File: config.mk
export PLATFORM = sky130hd
export DESIGN_NAME = serial_adder
export DESIGN_NICKNAME = d
export VERILOG_FILES = /design/src/rtl/serial_adder.sv
export SDC_FILE = /design/constraint.sdc
export NUM_CORES = 1
export LEC_CHECK = 0
export BUFFER_PORTS_ARGS = -buffer_cell sky130_fd_sc_hd__buf_2
export CAP_MARGIN = 25
export CORE_MARGIN = 2
export CORE_UTILIZATION = 25
export CTS_BUF_LIST = sky130_fd_sc_hd__clkbuf_16
export DETAILED_ROUTE_END_ITERATION = 10
export PLACE_DENSITY = 0.52
export SLEW_MARGIN = 40
export SYNTH_ARGS = -nofsm -noshare
export SYNTH_HDL_FRONTEND = slang
export SYNTH_SLANG_ARGS = --single-unit
File: constraint.sdc
create_clock -name clk -period 2.85 [get_ports clk]
set_clock_uncertainty 0.1 [all_clocks]
set_input_delay 0.285 -clock clk [delete_from_list [all_inputs] [get_ports clk]]
set_output_delay 0.285 -clock clk [all_outputs]
set_load 0.05 [all_outputs]
File: src/rtl/serial_adder.sv
// Multi-cycle adder/subtractor reusing one CHUNK-wide full-adder slice.
// Start/busy/done handshake; result, carry and overflow load atomically.
module serial_adder #(
  parameter int WIDTH = 8,
  parameter int CHUNK = 1
) (
  input  logic             clk,
  input  logic             rst,
  input  logic             start,
  input  logic [WIDTH-1:0] A,
  input  logic [WIDTH-1:0] B,
  input  logic             Cin,
  input  logic             Sub,
  output logic             busy,
  output logic             done,
  output logic [WIDTH-1:0] Sum,
  output logic             Carry,
  output logic             Overflow
);
  localparam int N  = WIDTH / CHUNK;
  localparam int CW = (N > 1) ? $clog2(N) : 1;

  typedef enum logic [1:0] {
    IDLE,
    RUN,
    DONE
  } state_t;

  state_t           state;
  logic [WIDTH-1:0] a_sr;
  logic [WIDTH-1:0] b_sr;
  logic [WIDTH-1:0] r_sr;
  logic             cy;
  logic [CW-1:0]    cnt;

  logic [CHUNK:0]   slice;
  logic [CHUNK-1:0] s;
  logic             c_out;
  logic             c_msb;
  logic             last;
  logic [WIDTH-1:0] r_nxt;

  // On the final step the slice top bit is the MSB, so the carry into
  // it falls out of the sum bit xor the two operand bits.
  always_comb begin
    slice = (CHUNK+1)'(a_sr[CHUNK-1:0])
          + (CHUNK+1)'(b_sr[CHUNK-1:0])
          + (CHUNK+1)'(cy);
    s     = slice[CHUNK-1:0];
    c_out = slice[CHUNK];
    c_msb = s[CHUNK-1] ^ a_sr[CHUNK-1] ^ b_sr[CHUNK-1];
    r_nxt = (r_sr >> CHUNK) | (WIDTH'(s) << (WIDTH - CHUNK));
    last  = (cnt == CW'(N - 1));
  end

  always_ff @(posedge clk or posedge rst) begin
    if (rst) begin
      state    <= IDLE;
      busy     <= 1'b0;
      done     <= 1'b0;
      Sum      <= '0;
      Carry    <= 1'b0;
      Overflow <= 1'b0;
      a_sr     <= '0;
      b_sr     <= '0;
      r_sr     <= '0;
      cy       <= 1'b0;
      cnt      <= '0;
    end else begin
      unique case (state)
        IDLE, DONE: begin
          done <= 1'b0;
          if (start) begin
            a_sr  <= A;
            b_sr  <= B ^ {WIDTH{Sub}};
            r_sr  <= '0;
            cy    <= Cin ^ Sub;
            cnt   <= '0;
            busy  <= 1'b1;
            state <= RUN;
          end else begin
            state <= IDLE;
          end
        end
        RUN: begin
          a_sr <= a_sr >> CHUNK;
          b_sr <= b_sr >> CHUNK;
          r_sr <= r_nxt;
          cy   <= c_out;
          cnt  <= cnt + CW'(1);
          if (last) begin
            Sum      <= r_nxt;
            Carry    <= c_out;
            Overflow <= c_msb ^ c_out;
            done     <= 1'b1;
            busy     <= 1'b0;
            state    <= DONE;
          end
        end
        default: state <= IDLE;
      endcase
    end
  end
endmodule

Yosys cells after proc, flatten, opt, wreduce, memory -nomap -nowiden
Index checks and enable logic that the tools add are counted.
- flip-flop bits (word level): 42
- input bits: 21
- output and inout port bits: 12
- word-level logic and storage cells: 50
- $add $sub $neg: 3
- equality and inequality tests: 5
- muxes and demuxes: 18
- bitwise logic cells: 6
- reductions and logical operators: 7
- operator list (cell ; number):
    8-bit case mux with 2 select lines ; 3
    8-bit two-way mux ; 3
    7-bit by 8-bit bitwise OR with 8-bit output ; 1
    8-bit bitwise XOR ; 1
    1-bit case mux with 2 select lines ; 3
    3-bit case mux with 2 select lines ; 1
    2-bit AND reduction ; 3
    1-bit two-way mux ; 5
    2-bit inequality test (second input constant) ; 2
    2-bit case mux with 2 select lines ; 1
    1-bit bitwise XOR ; 4
    3-bit by 1-bit adder with 3-bit output (second input constant) ; 1
    3-bit equality test (second input constant) ; 1
    3-bit two-way mux ; 1
    3-bit AND reduction ; 1
    1-bit by 1-bit adder with 2-bit output ; 1
    2-bit by 1-bit adder with 2-bit output ; 1
    2-bit by 1-bit equality test with 1-bit output (second input constant) ; 1
    2-bit equality test (second input constant) ; 1
    2-bit logical NOT ; 1
    2-bit two-way mux ; 1
    2-bit nonzero test ; 1
    2-bit OR reduction ; 1

Logic depth before layout (Yosys ltp)
Gate-level depths: netlist of the first run.
- depth after elaboration: 5
- mapped depth: 6
- gate-level depth less buffers: 5

Worst setup path after synthesis of the first run
Ideal clock, no wire load.
- kind: register to register
- start point: register cnt[0]
- end point: register Sum[5]
- setup time: 0.125 ns
- arrival time: 1.401 ns
- required time: 2.625 ns
- slack: 1.224 ns
- cell stages (with the launch flop): 6
- buffers on the path: 1
- cells stage by stage: dfrtp_1 > ha_1 > ha_1 > nand3b_4 > buf_2 > mux2_2
- cells in the longest elaborated chain, start to end: 2
- RTL lines (what ; line ; RTL):
    from (decl) ; 34 ; logic [CW-1:0] cnt;
    from (signal assigned) ; 90 ; cnt <= cnt + CW'(1);
    3-bit equality test ; 53 ; last = (cnt == CW'(N - 1));
    2-bit AND reduction (no line) ; n/a ;
    to (signal assigned) ; 92 ; Sum <= r_nxt;
    to (decl) ; 16 ; output logic [WIDTH-1:0] Sum,
No other way between the ends.
A chain may end at the register's enable or synchronous reset.

Worst setup path in the final report of the first run
- start point: register state[0]
- end point: register b_sr[5]
- cells in the longest elaborated chain, start to end: 4
- RTL lines (what ; line ; RTL):
    from (decl) ; 29 ; state_t state;
    from (signal assigned) ; 58 ; state <= IDLE;
    from (signal assigned) ; 80 ; state <= RUN;
    from (signal assigned) ; 82 ; state <= IDLE;
    2-bit equality test / 2-bit logical NOT (equally long branches) ; 70 ; unique case (state)
    2-bit OR reduction ; 70 ;
    2-bit inequality test (no line) / 2-bit nonzero test (equally long branches) ; n/a ;
    2-bit AND reduction (no line) ; n/a ;
    to (signal assigned) ; 75 ; b_sr <= B ^ {WIDTH{Sub}};
    to (signal assigned) ; 87 ; b_sr <= b_sr >> CHUNK;
    to (decl) ; 31 ; logic [WIDTH-1:0] b_sr;
Parallel ways exist; a longest one is shown, timed or not.

==> run metrics, run 1 <==
status=finished, final reports clean; clk_lat worst skew=280 ps; deepest clock path buffer count=2; worst-margin pin slew=710 ps; PD cells=1280 nW/um^2; worst-case vdd ir drop=0.465 mV; # clock sinks=41; Setup Viol. Count Final=0; TritonCTS clock tree=yes; Synth area leader=dfrtp_1; Avg Cell Area, Syn=12.5 sq um; #FFs+latches synth=41; worst hold path type=in -> async; pre-CTS WS=1070 ps; CTS Buf Count=5; Pins Over Slew Limit=0; Reg clk slew, reported paths=60 ps; DRC viols=0; pin count of the biggest net entering global routing=42; setup bufs post-CTS=0; antenna violations before repair=0; post-DP HPWL=2280 um; Nets=198; hold buffer count at cts=0; startpoint types=flip-flop; worst path arrival time=1840 ps; area share of the largest cell type after synthesis=56.8%; total power=2.80 mW; Initial Util=26.2%; syn_nets=168; Max H-tree Level=2; Hold WS=20.6 ps; Hold Fails Final Rpt=0; total grt overflow=0; RSZ-0062 raised after global routing=false; Crit Path Max Fanout=24; post-CTS resize count=0; Tot GR Track Use=9.65%; die span in x=89.0 um; first-pass GRT wire length=5720 um; sequential share of the synthesized area=56.8%; maxcap violations=0; root buf cell=clkbuf_16; top cells by area, synth=dfrtp_1, xnor2_1, a22o_1, a221o_1, mux2_2; count of cell types in the netlist=26; Crit Path Category=reg -> reg; CP Capture Type=flip-flop; initial DRC count=84; final period utilization=62.4%; Syn-to-layout area delta=21.0%; Synthesis Warnings=0; gpl congestion=0.684; IO Pins=33; n_diodes=0; netlist area before placement=1810 sq um; number of global-route vias before repair=1170; fillcell total=746; min Tclk post-route=1780 ps; post-route setup slack=1070 ps; share of layout cells above drive strength 1=29.7%; port buffer count=32; Reg area=1030 sq um; Setup TNS=0 ps; Gate Count Post-Synth=144; Vias/cell=4.31; final wirelength=3380 um; Avg WL per Cell=12.5 um; FMAX=563 MHz; total vias in the final route=1167; DIE AREA=7920 sq um; # rows=30; DR pass1 iterations=4; Static Leak=1.05 nW; Core ar.=6910 sq um; Worst Path Required=2910 ps; area of the multi-input gates=682 sq um; Die Ht=89.0 um; Rel. slew slack=52.6%; Routed Antenna Nets=0
-- cells in the final DEF (no fill, tap or decap), drive strengths merged --
| master | instances |
|---|---|
| dfrtp | 41 |
| o21ai | 5 |
| nand3 | 8 |
| clkbuf | 5 |
| nor2 | 8 |
| o221ai | 1 |
| o2bb2ai | 1 |
| nand3b | 1 |
| clkinvlp | 1 |
| nand2 | 13 |
| or2b | 1 |
| buf | 33 |
| and2b | 1 |
| bufinv | 1 |
| a221o | 8 |
| clkinv | 1 |
| nor3 | 1 |
| nor2b | 1 |
| a22oi | 6 |
| xnor2 | 11 |
| inv | 5 |
| fa | 1 |
| a22o | 10 |
| xor2 | 1 |
| ha | 2 |
| nand2b | 1 |
| mux2 | 7 |
-- critical path: stages, from the launching register on --
cell     delay (ps)
dfrtp_1         450
nor2b_4         600
nor2_8          160
a221o_1         330
-- cells by family (layout without fill, tap and decap cells) --
| group | count (synthesis) | after routing | synth area share [%] |
|---|---|---|---|
| AOI/OAI and AO/OA | 31 | 31 | 14.1 |
| xor gates and xnor gates | 12 | 12 | 5.82 |
| adders and majority gates | 3 | 3 | 2.49 |
| buffers and inverters | 15 | 46 | 5.47 |
| DFF | 41 | 41 | 56.8 |
| muxes | 7 | 7 | 4.36 |
| and+or+nand+nor | 35 | 35 | 10.9 |
-- per-stage QoR --
step,cell area [sq um],util [%],cells
3_3_place_gp,2010,29.2,263
4_1_cts,2190,31.6,271
2_1_floorplan,1810,-,144
6_report,2190,31.6,271
5_1_grt,2190,31.6,271
3_5_place_dp,2010,29.2,263
-- cells in the mapped netlist --
master      n
nor2b_4     1
xor2_1      1
a22o_1     10
dfrtp_1    41
mux2_2      7
nor3_1      1
inv_1       5
and2b_4     1
o2bb2ai_1   1
buf_2       4
nor2_8      1
o21ai_0     5
nand2b_1    1
nand2_1    13
nand3b_4    1
o221ai_1    1
fa_1        1
nor2_1      7
buf_6       4
ha_1        2
a221o_1     8
nand3_1     8
buf_4       2
xnor2_1    11
a22oi_1     6
or2b_1      1
-- final timing paths --
| check | startpoint | end | slack [ps] | depth (start not counted) |
|---|---|---|---|---|
| max | state[0] | b_sr[5] | 1070 | 3 |
| min | rst | Sum[0] | 20 | 3 |
| max reg2reg | state[0] | b_sr[5] | 1070 | 3 |
| min reg2reg | Overflow | Overflow | 370 | 2 |
| max in group asynchronous | rst | a_sr[7] | 2280 | 3 |
| min in group clk | A[5] | a_sr[5] | 120 | 3 |
-- layer usage --
layer | vias up | part of all wire, % | GRT usage [%]
met4 | 0 | 1.1 | 4.07
met3 | 2 | 7.1 | 4.52
li1 | 575 | - | -
met2 | 27 | 44 | 13.7
met5 | - | 0 | 0
met1 | 563 | 48 | 12.7
-- power by group --
| part | internal, mW | switching, mW |
|---|---|---|
| combinational | 0.445 | 0.705 |
| sequential | 0.848 | 0.155 |
| clock | 0.414 | 0.229 |
-- final cells by class --
| cell class | count | area share, % |
|---|---|---|
| clock inverters | 3 | 2.12 |
| repair buffers | 33 | 7.67 |
| multi-input cells | 88 | 31.2 |
| inverters | 5 | 0.859 |
| well taps | 96 | 5.50 |
| flip-flops and latches | 41 | 46.9 |
| clock buffers | 5 | 5.72 |
-- sequential cells by signal (all words and copies together) (netlist names) --
| register | flops |
|---|---|
| Overflow | 1 |
| r_sr | 7 |
| busy | 1 |
| a_sr | 8 |
| cy | 1 |
| Sum | 8 |
| b_sr | 8 |
| done | 1 |
| state | 2 |
| cnt | 3 |
| Carry | 1 |
Note: power is estimated with default switching activity, not from simulation.
==> run 2: changes to the inputs <==
--- a/config.mk
+++ b/config.mk
@@ -5,13 +5,14 @@
 export SDC_FILE = /design/constraint.sdc
 export NUM_CORES = 1
 export LEC_CHECK = 0
+export ABC_AREA = 1
 export BUFFER_PORTS_ARGS = -buffer_cell sky130_fd_sc_hd__buf_2
 export CAP_MARGIN = 25
 export CORE_MARGIN = 2
 export CORE_UTILIZATION = 25
 export CTS_BUF_LIST = sky130_fd_sc_hd__clkbuf_16
 export DETAILED_ROUTE_END_ITERATION = 10
-export PLACE_DENSITY = 0.52
+export PLACE_DENSITY = 0.53
 export SLEW_MARGIN = 40
 export SYNTH_ARGS = -nofsm -noshare
 export SYNTH_HDL_FRONTEND = slang
==> constraint.sdc (replaced) <==
create_clock -name clk -period 1.5 [get_ports clk]
set_clock_uncertainty 0.1 [all_clocks]
set_input_delay 0.15 -clock clk [delete_from_list [all_inputs] [get_ports clk]]
set_output_delay 0.15 -clock clk [all_outputs]
set_load 0.05 [all_outputs]
==> run metrics, run 2 <==
status=finished with violations; failing checks=negative setup slack; most frequent cells after synthesis=nand2_1, dfrtp_1, nand3_1, inv_1, o21ai_0; setup slack on the worst flop-to-flop path=-20 ps (-1100 ps); number of global-route vias before repair=1480 (+26%); initial DRC count=39 (-54%); PD cells=2280 nW/um^2 (+78%); Initial Util=25.8% (-0.34 points); count of cell types in the netlist=23 (-12%); share of layout cells above drive strength 1=29.5% (-0.17 points); TritonCTS clock tree=yes; Placed Area=2180 sq um (+8.1%); DIE AREA=8200 sq um (+3.5%); first-pass GRT wire length=6720 um (+17%); worst hold path type=in -> reg; Synth area leader=dfrtp_1; Rel. slew slack=82.7% (+30 points); worst-case vdd ir drop=0.553 mV (+19%); Setup TNS=-24.4 ps (-24.4 ps); CTS Buf Count=5 (unchanged); Crit Path Category=reg -> reg; #FFs+latches synth=41 (unchanged); Tot GR Track Use=10.3% (+0.60 points); Max H-tree Level=2 (unchanged); antenna violations before repair=0 (unchanged); gpl congestion=0.720 (+5.3%); Avg Cell Area, Syn=8.92 sq um (-29%); top_reg_cell synth=dfrtp_1; min Tclk post-route=1520 ps (-253 ps); CP Capture Type=flip-flop; Non-Filler Instances=363 (+34%); commonest non-fill, non-tap cells in the layout=nand2_1, dfrtp_1, buf_2; die span in x=90.6 um (+1.7%); # clock sinks=41 (unchanged); Finished Cell Area=2430 sq um (+11%); Synthesis Warnings=0 (unchanged); Routed Antenna Nets=0 (unchanged); # rows=31 (+3.3%); total vias in the final route=1505 (+29%); Top Registers=Sum: 8 flops, a_sr: 8 flops, b_sr: 8 flops; netlist area before placement=1870 sq um (+3.7%); deepest clock path buffer count=2 (unchanged); FMAX=656 MHz (+17%); hold-critical path depth=3; FFs w/ async S/R, synth=100% (unchanged); total grt overflow=0 (unchanged); worst-margin pin slew=260 ps (-451 ps); area share of the largest cell type after synthesis=54.8% (-2.0 points); DR pass1 iterations=4 (unchanged); maxcap violations=0 (unchanged); Layout Utilization=33.6% (+1.9 points); Pins Over Slew Limit=0 (unchanged); Syn-to-layout area delta=30.0%; top cells by area, synth=dfrtp_1, nand2_1, nand3_1, buf_6, inv_1; final wirelength=3680 um (+9.0%); Post-synth EDFFs=0 (unchanged); final period utilization=102% (+39 points); DRC viols=0 (unchanged); Vias/cell=4.15 (-3.7%); most common cell in the netlist=nand2_1; pin count of the biggest net entering global routing=42 (unchanged); post-DP HPWL=2500 um (+9.7%); IO Pins=33 (unchanged); Setup Viol. Count Final=1 (+1); DP Cell Count=343 (+30%); Reg clk slew, reported paths=60 ps (about the same); Hold Fails Final Rpt=0 (unchanged); RSZ-0062 raised after global routing=true; sequential share of the synthesized area=54.8% (-2.0 points); syn_nets=234 (+39%); worst path arrival time=1620 ps (-220 ps); Static Leak=1.24 nW (+19%); Die Ht=90.6 um (+1.7%); root buf cell=clkbuf_16; Reg2Reg Depth=5 (+2); startpoint types=flip-flop; Crit Path Max Fanout=4 (-83%); Gate Count Post-Synth=210 (+46%); port buffer count=32 (unchanged); Core ar.=7250 sq um (+5.0%); Avg WL per Cell=10.1 um (-19%); Worst Path Required=1600 ps (-1310 ps); Nets=288 (+45%); clk_lat worst skew=280 ps (about the same); commonest non-fill, non-tap cell in the layout=nand2_1; Hold WS=3.11 ps (-17.5 ps); fillcell total=798 (+7.0%); post-route setup slack=-24.4 ps (-1100 ps); n_diodes=0 (unchanged)
==> run 2: cell types whose count changed in the layout (fill, tap and decap cells not counted), sizes merged, moves of 6 or more <==
cell | previous run | this run
xnor2 | 11 | 1
o21ai | 5 | 11
o22ai | 0 | 7
mux2 | 7 | 0
a22o | 10 | 0
inv | 5 | 21
dlygate4sd3 | 0 | 7
nand2 | 13 | 85
buf | 33 | 48
nor2 | 8 | 2
or2 | 0 | 7
a221o | 8 | 0
a22oi | 6 | 0
nand3 | 8 | 21
==> run 2: path summary, 6_finish.rpt <==
path,from,endpoint
worst max-delay path,b_sr[0],r_sr[7]
worst min register to register,busy,busy
max in group asynchronous,rst,a_sr[2]
worst max register to register,b_sr[0],r_sr[7]
min in group asynchronous,rst,Sum[5]
worst min-delay path,A[0],a_sr[0]
==> run 2: metrics by stage <==
step           power, mW  setup slack (ps)
2_1_floorplan       3.80              1.21
6_report            5.55             -24.4
5_1_grt             6.06             -86.3
3_5_place_dp        4.39             -6.09
4_1_cts             5.45             -7.39
3_3_place_gp        4.32              38.9
==> run 2: timing repair <==
item / CTS / global route
endpoints found under the setup margin: 1 / 11
hold buffers: 7 / 0
pin swaps: 1 / 7
hold endpoints to repair: 47 / 0
cloned: 0 / 0
setup buffers: 1 / 5
resized for setup: 2 / 7
==> run 2: final cells by class <==
cell class / instances / area [sq um] / area share, %
sequential: 41 / 1030 / 42.1
multi-input combinational: 141 / 697 / 28.6
timing repair buffer: 55 / 375 / 15.4
clock buffer: 5 / 125 / 5.14
tap: 99 / 124 / 5.09
inverter: 20 / 80.1 / 3.29
clock inverter: 2 / 7.51 / 0.308
==> run 2: routing by layer <==
metal  routed length [um]  track usage [%]  part of all wire [%]
met1                 1670             12.3                    45
met2                 1780             16.8                    48
met3                  202             4.42                   5.5
met4                   32             2.69                  0.87
met5                    0                0                     0
==> run 2: cells by family after synthesis <==
group	after synthesis	share of synthesized area, %
simple gates	115	26.5
xor+xnor	2	0.935
compound gates	21	6.88
fa+ha+maj	3	2.40
flops	41	54.8
buf+inv	28	8.55
==> run 2: critical path: stages (launching register included) <==
cell and delay (ps):
dfrtp_1 380, inv_2 70, fa_2 460, buf_4 150, buf_4 130, o22ai_1 150
==> run 2: power by group <==
group          switching [mW]  internal (mW)
clock                   0.386          0.594
sequential              0.235           1.61
combinational            1.70           1.03
==> run 3: changes to the inputs <==
--- a/config.mk
+++ b/config.mk
@@ -5,14 +5,13 @@
 export SDC_FILE = /design/constraint.sdc
 export NUM_CORES = 1
 export LEC_CHECK = 0
-export ABC_AREA = 1
 export BUFFER_PORTS_ARGS = -buffer_cell sky130_fd_sc_hd__buf_2
 export CAP_MARGIN = 25
 export CORE_MARGIN = 2
 export CORE_UTILIZATION = 25
 export CTS_BUF_LIST = sky130_fd_sc_hd__clkbuf_16
 export DETAILED_ROUTE_END_ITERATION = 10
-export PLACE_DENSITY = 0.53
+export PLACE_DENSITY = 0.54
 export SLEW_MARGIN = 40
 export SYNTH_ARGS = -nofsm -noshare
 export SYNTH_HDL_FRONTEND = slang
==> run metrics, run 3 (synthesis results as in run 1) <==
status=finished with violations; failing checks=negative setup slack; Pins Over Slew Limit=0 (unchanged); commonest non-fill, non-tap cell in the layout=dfrtp_1; n_diodes=0 (unchanged); # rows=30 (-3.2%); post-route setup slack=-16.4 ps (+8.01 ps); CTS Buf Count=5 (unchanged); DIE AREA=7920 sq um (-3.4%); Max H-tree Level=2 (unchanged); biggest cell delay along the critical path=560 ps (+100 ps); PD cells=2410 nW/um^2 (+5.9%); most used cell, CP=xnor2_1; FMAX=659 MHz (+0.53%); antenna violations before repair=0 (unchanged); Finished Cell Area=2470 sq um (+1.3%); worst-case vdd ir drop=0.719 mV (+30%); Vias/cell=4.32 (+4.3%); Static Leak=1.19 nW (-4.2%); maxcap violations=0 (unchanged); Crit Path Max Fanout=2 (-2); post-DP HPWL=2480 um (-0.70%); commonest non-fill, non-tap cells in the layout=dfrtp_1, buf_2, buf_4; Syn-to-layout area delta=36.5%; area of the multi-input gates=717 sq um (+2.9%); total power=5.95 mW (+7.2%); DP Cell Count=278 (-19%); TritonCTS clock tree=yes; fillcell total=726 (-9.0%); total grt overflow=0 (unchanged); Reg area=1030 sq um (unchanged); pre-CTS WS=-32.2 ps (-26.1 ps); Non-Filler Instances=296 (-18%); pin count of the biggest net entering global routing=42 (unchanged); die span in x=89.0 um (-1.7%); CP Buf/Inv Count=1 (-2); worst hold path type=in -> reg; Rel. slew slack=65.4% (-17 points); Reg clk slew, reported paths=60 ps (about the same); final wirelength=3610 um (-2.0%); worst path cell trace=inv_2, fa_1, xnor2_1, xnor2_1, o21ai_1; initial DRC count=42 (+7.7%); deepest clock path buffer count=2 (unchanged); worst path arrival time=1590 ps (-30 ps); startpoint types=flip-flop; final period utilization=101% (-0.53 points); share of layout cells above drive strength 1=37.0% (+7.5 points); DR pass1 iterations=4 (unchanged); IO Pins=33 (unchanged); Routed Antenna Nets=0 (unchanged); DRC viols=0 (unchanged); Crit Path Category=reg -> reg; worst-margin pin slew=519 ps (+259 ps); port buffer count=32 (unchanged); Setup Viol. Count Final=1 (unchanged); Die Ht=89.0 um (-1.7%); Layout Utilization=35.7% (+2.1 points); Tot GR Track Use=10.3% (+0.014 points); Core ar.=6910 sq um (-4.8%); Hold Fails Final Rpt=0 (unchanged); Top Registers=Sum: 8 flops, a_sr: 8 flops, b_sr: 8 flops; first-pass GRT wire length=6050 um (-10%); # clock sinks=41 (unchanged); Hold WS=11.0 ps (+7.85 ps); Initial Util=26.2% (+0.34 points); RSZ-0062 raised after global routing=true; CP max stage cell=fa_1; total vias in the final route=1280 (-15%); Placed Area=2170 sq um (-0.46%); CP top delay family=adder cells; Avg WL per Cell=12.2 um (+20%); Setup TNS=-16.4 ps (+8.01 ps); min Tclk post-route=1520 ps (-8.01 ps); clk_lat worst skew=280 ps (about the same); Nets=223 (-23%); root buf cell=clkbuf_16; CP Capture Type=flip-flop; number of global-route vias before repair=1300 (-12%); gpl congestion=0.706 (-2.0%); Worst Path Required=1570 ps (-30 ps)
## run 3: cell types whose count changed in the layout (fill, tap and decap cells not counted), sizes merged, moves of 7 or more
| cell | previous run | this run |
|---|---|---|
| xnor2 | 1 | 11 |
| inv | 21 | 6 |
| nand2 | 85 | 13 |
| a221o | 0 | 8 |
| a22o | 0 | 10 |
| nand3 | 21 | 8 |
| mux2 | 0 | 7 |
| or2 | 7 | 0 |
| o22ai | 7 | 0 |
## run 3: layout make-up
| cell class | instances | share of cell area [%] |
|---|---|---|
| clock buffers | 5 | 5.07 |
| clock inverters | 3 | 2.79 |
| inverters | 5 | 0.761 |
| multi-input cells | 89 | 29.1 |
| flip-flops and latches | 41 | 41.6 |
| repair buffers | 57 | 15.8 |
| well taps | 96 | 4.87 |
## run 3: tightest hold or removal path, stage by stage
cell     delay, ps
buf_2           80
a22oi_1         60
nand2_1         60
## run 3: metal layers
metal	wire length (um)	up-vias	part of all wire, %	track usage, %
met5	0	-	0	0
met4	88	0	2.4	5.29
met3	201	6	5.6	2.95
met2	1600	36	44	16.0
met1	1720	613	48	13.0
li1	-	625	-	-
## run 3: what timing repair did
action,4_1_cts,5_1_grt
hold buffers,7,0
resized for setup,2,1
endpoints found under the setup margin,1,9
cloned,0,1
hold endpoints to repair,47,0
buffers inserted,1,1
pin swaps,3,2
## run 3: report_power, final
part | total [mW] | internal, mW | switching [mW]
Sequential | 1.91 | 1.61 | 0.300
Combinational | 2.65 | 1.19 | 1.46
Clock | 1.39 | 0.959 | 0.434
## run 3: final timing paths
| check | from | to | slack (ps) | cells after the start |
|---|---|---|---|---|
| hold reg to reg | Carry | Carry | 380 | 2 |
| setup reg to reg | b_sr[0] | Overflow | -20 | 5 |
| setup / recovery | b_sr[0] | Overflow | -20 | 5 |
| max in group asynchronous | rst | b_sr[4] | 510 | 4 |
| hold / removal | A[1] | a_sr[1] | 10 | 3 |
| min in group asynchronous | rst | Sum[0] | 430 | 4 |
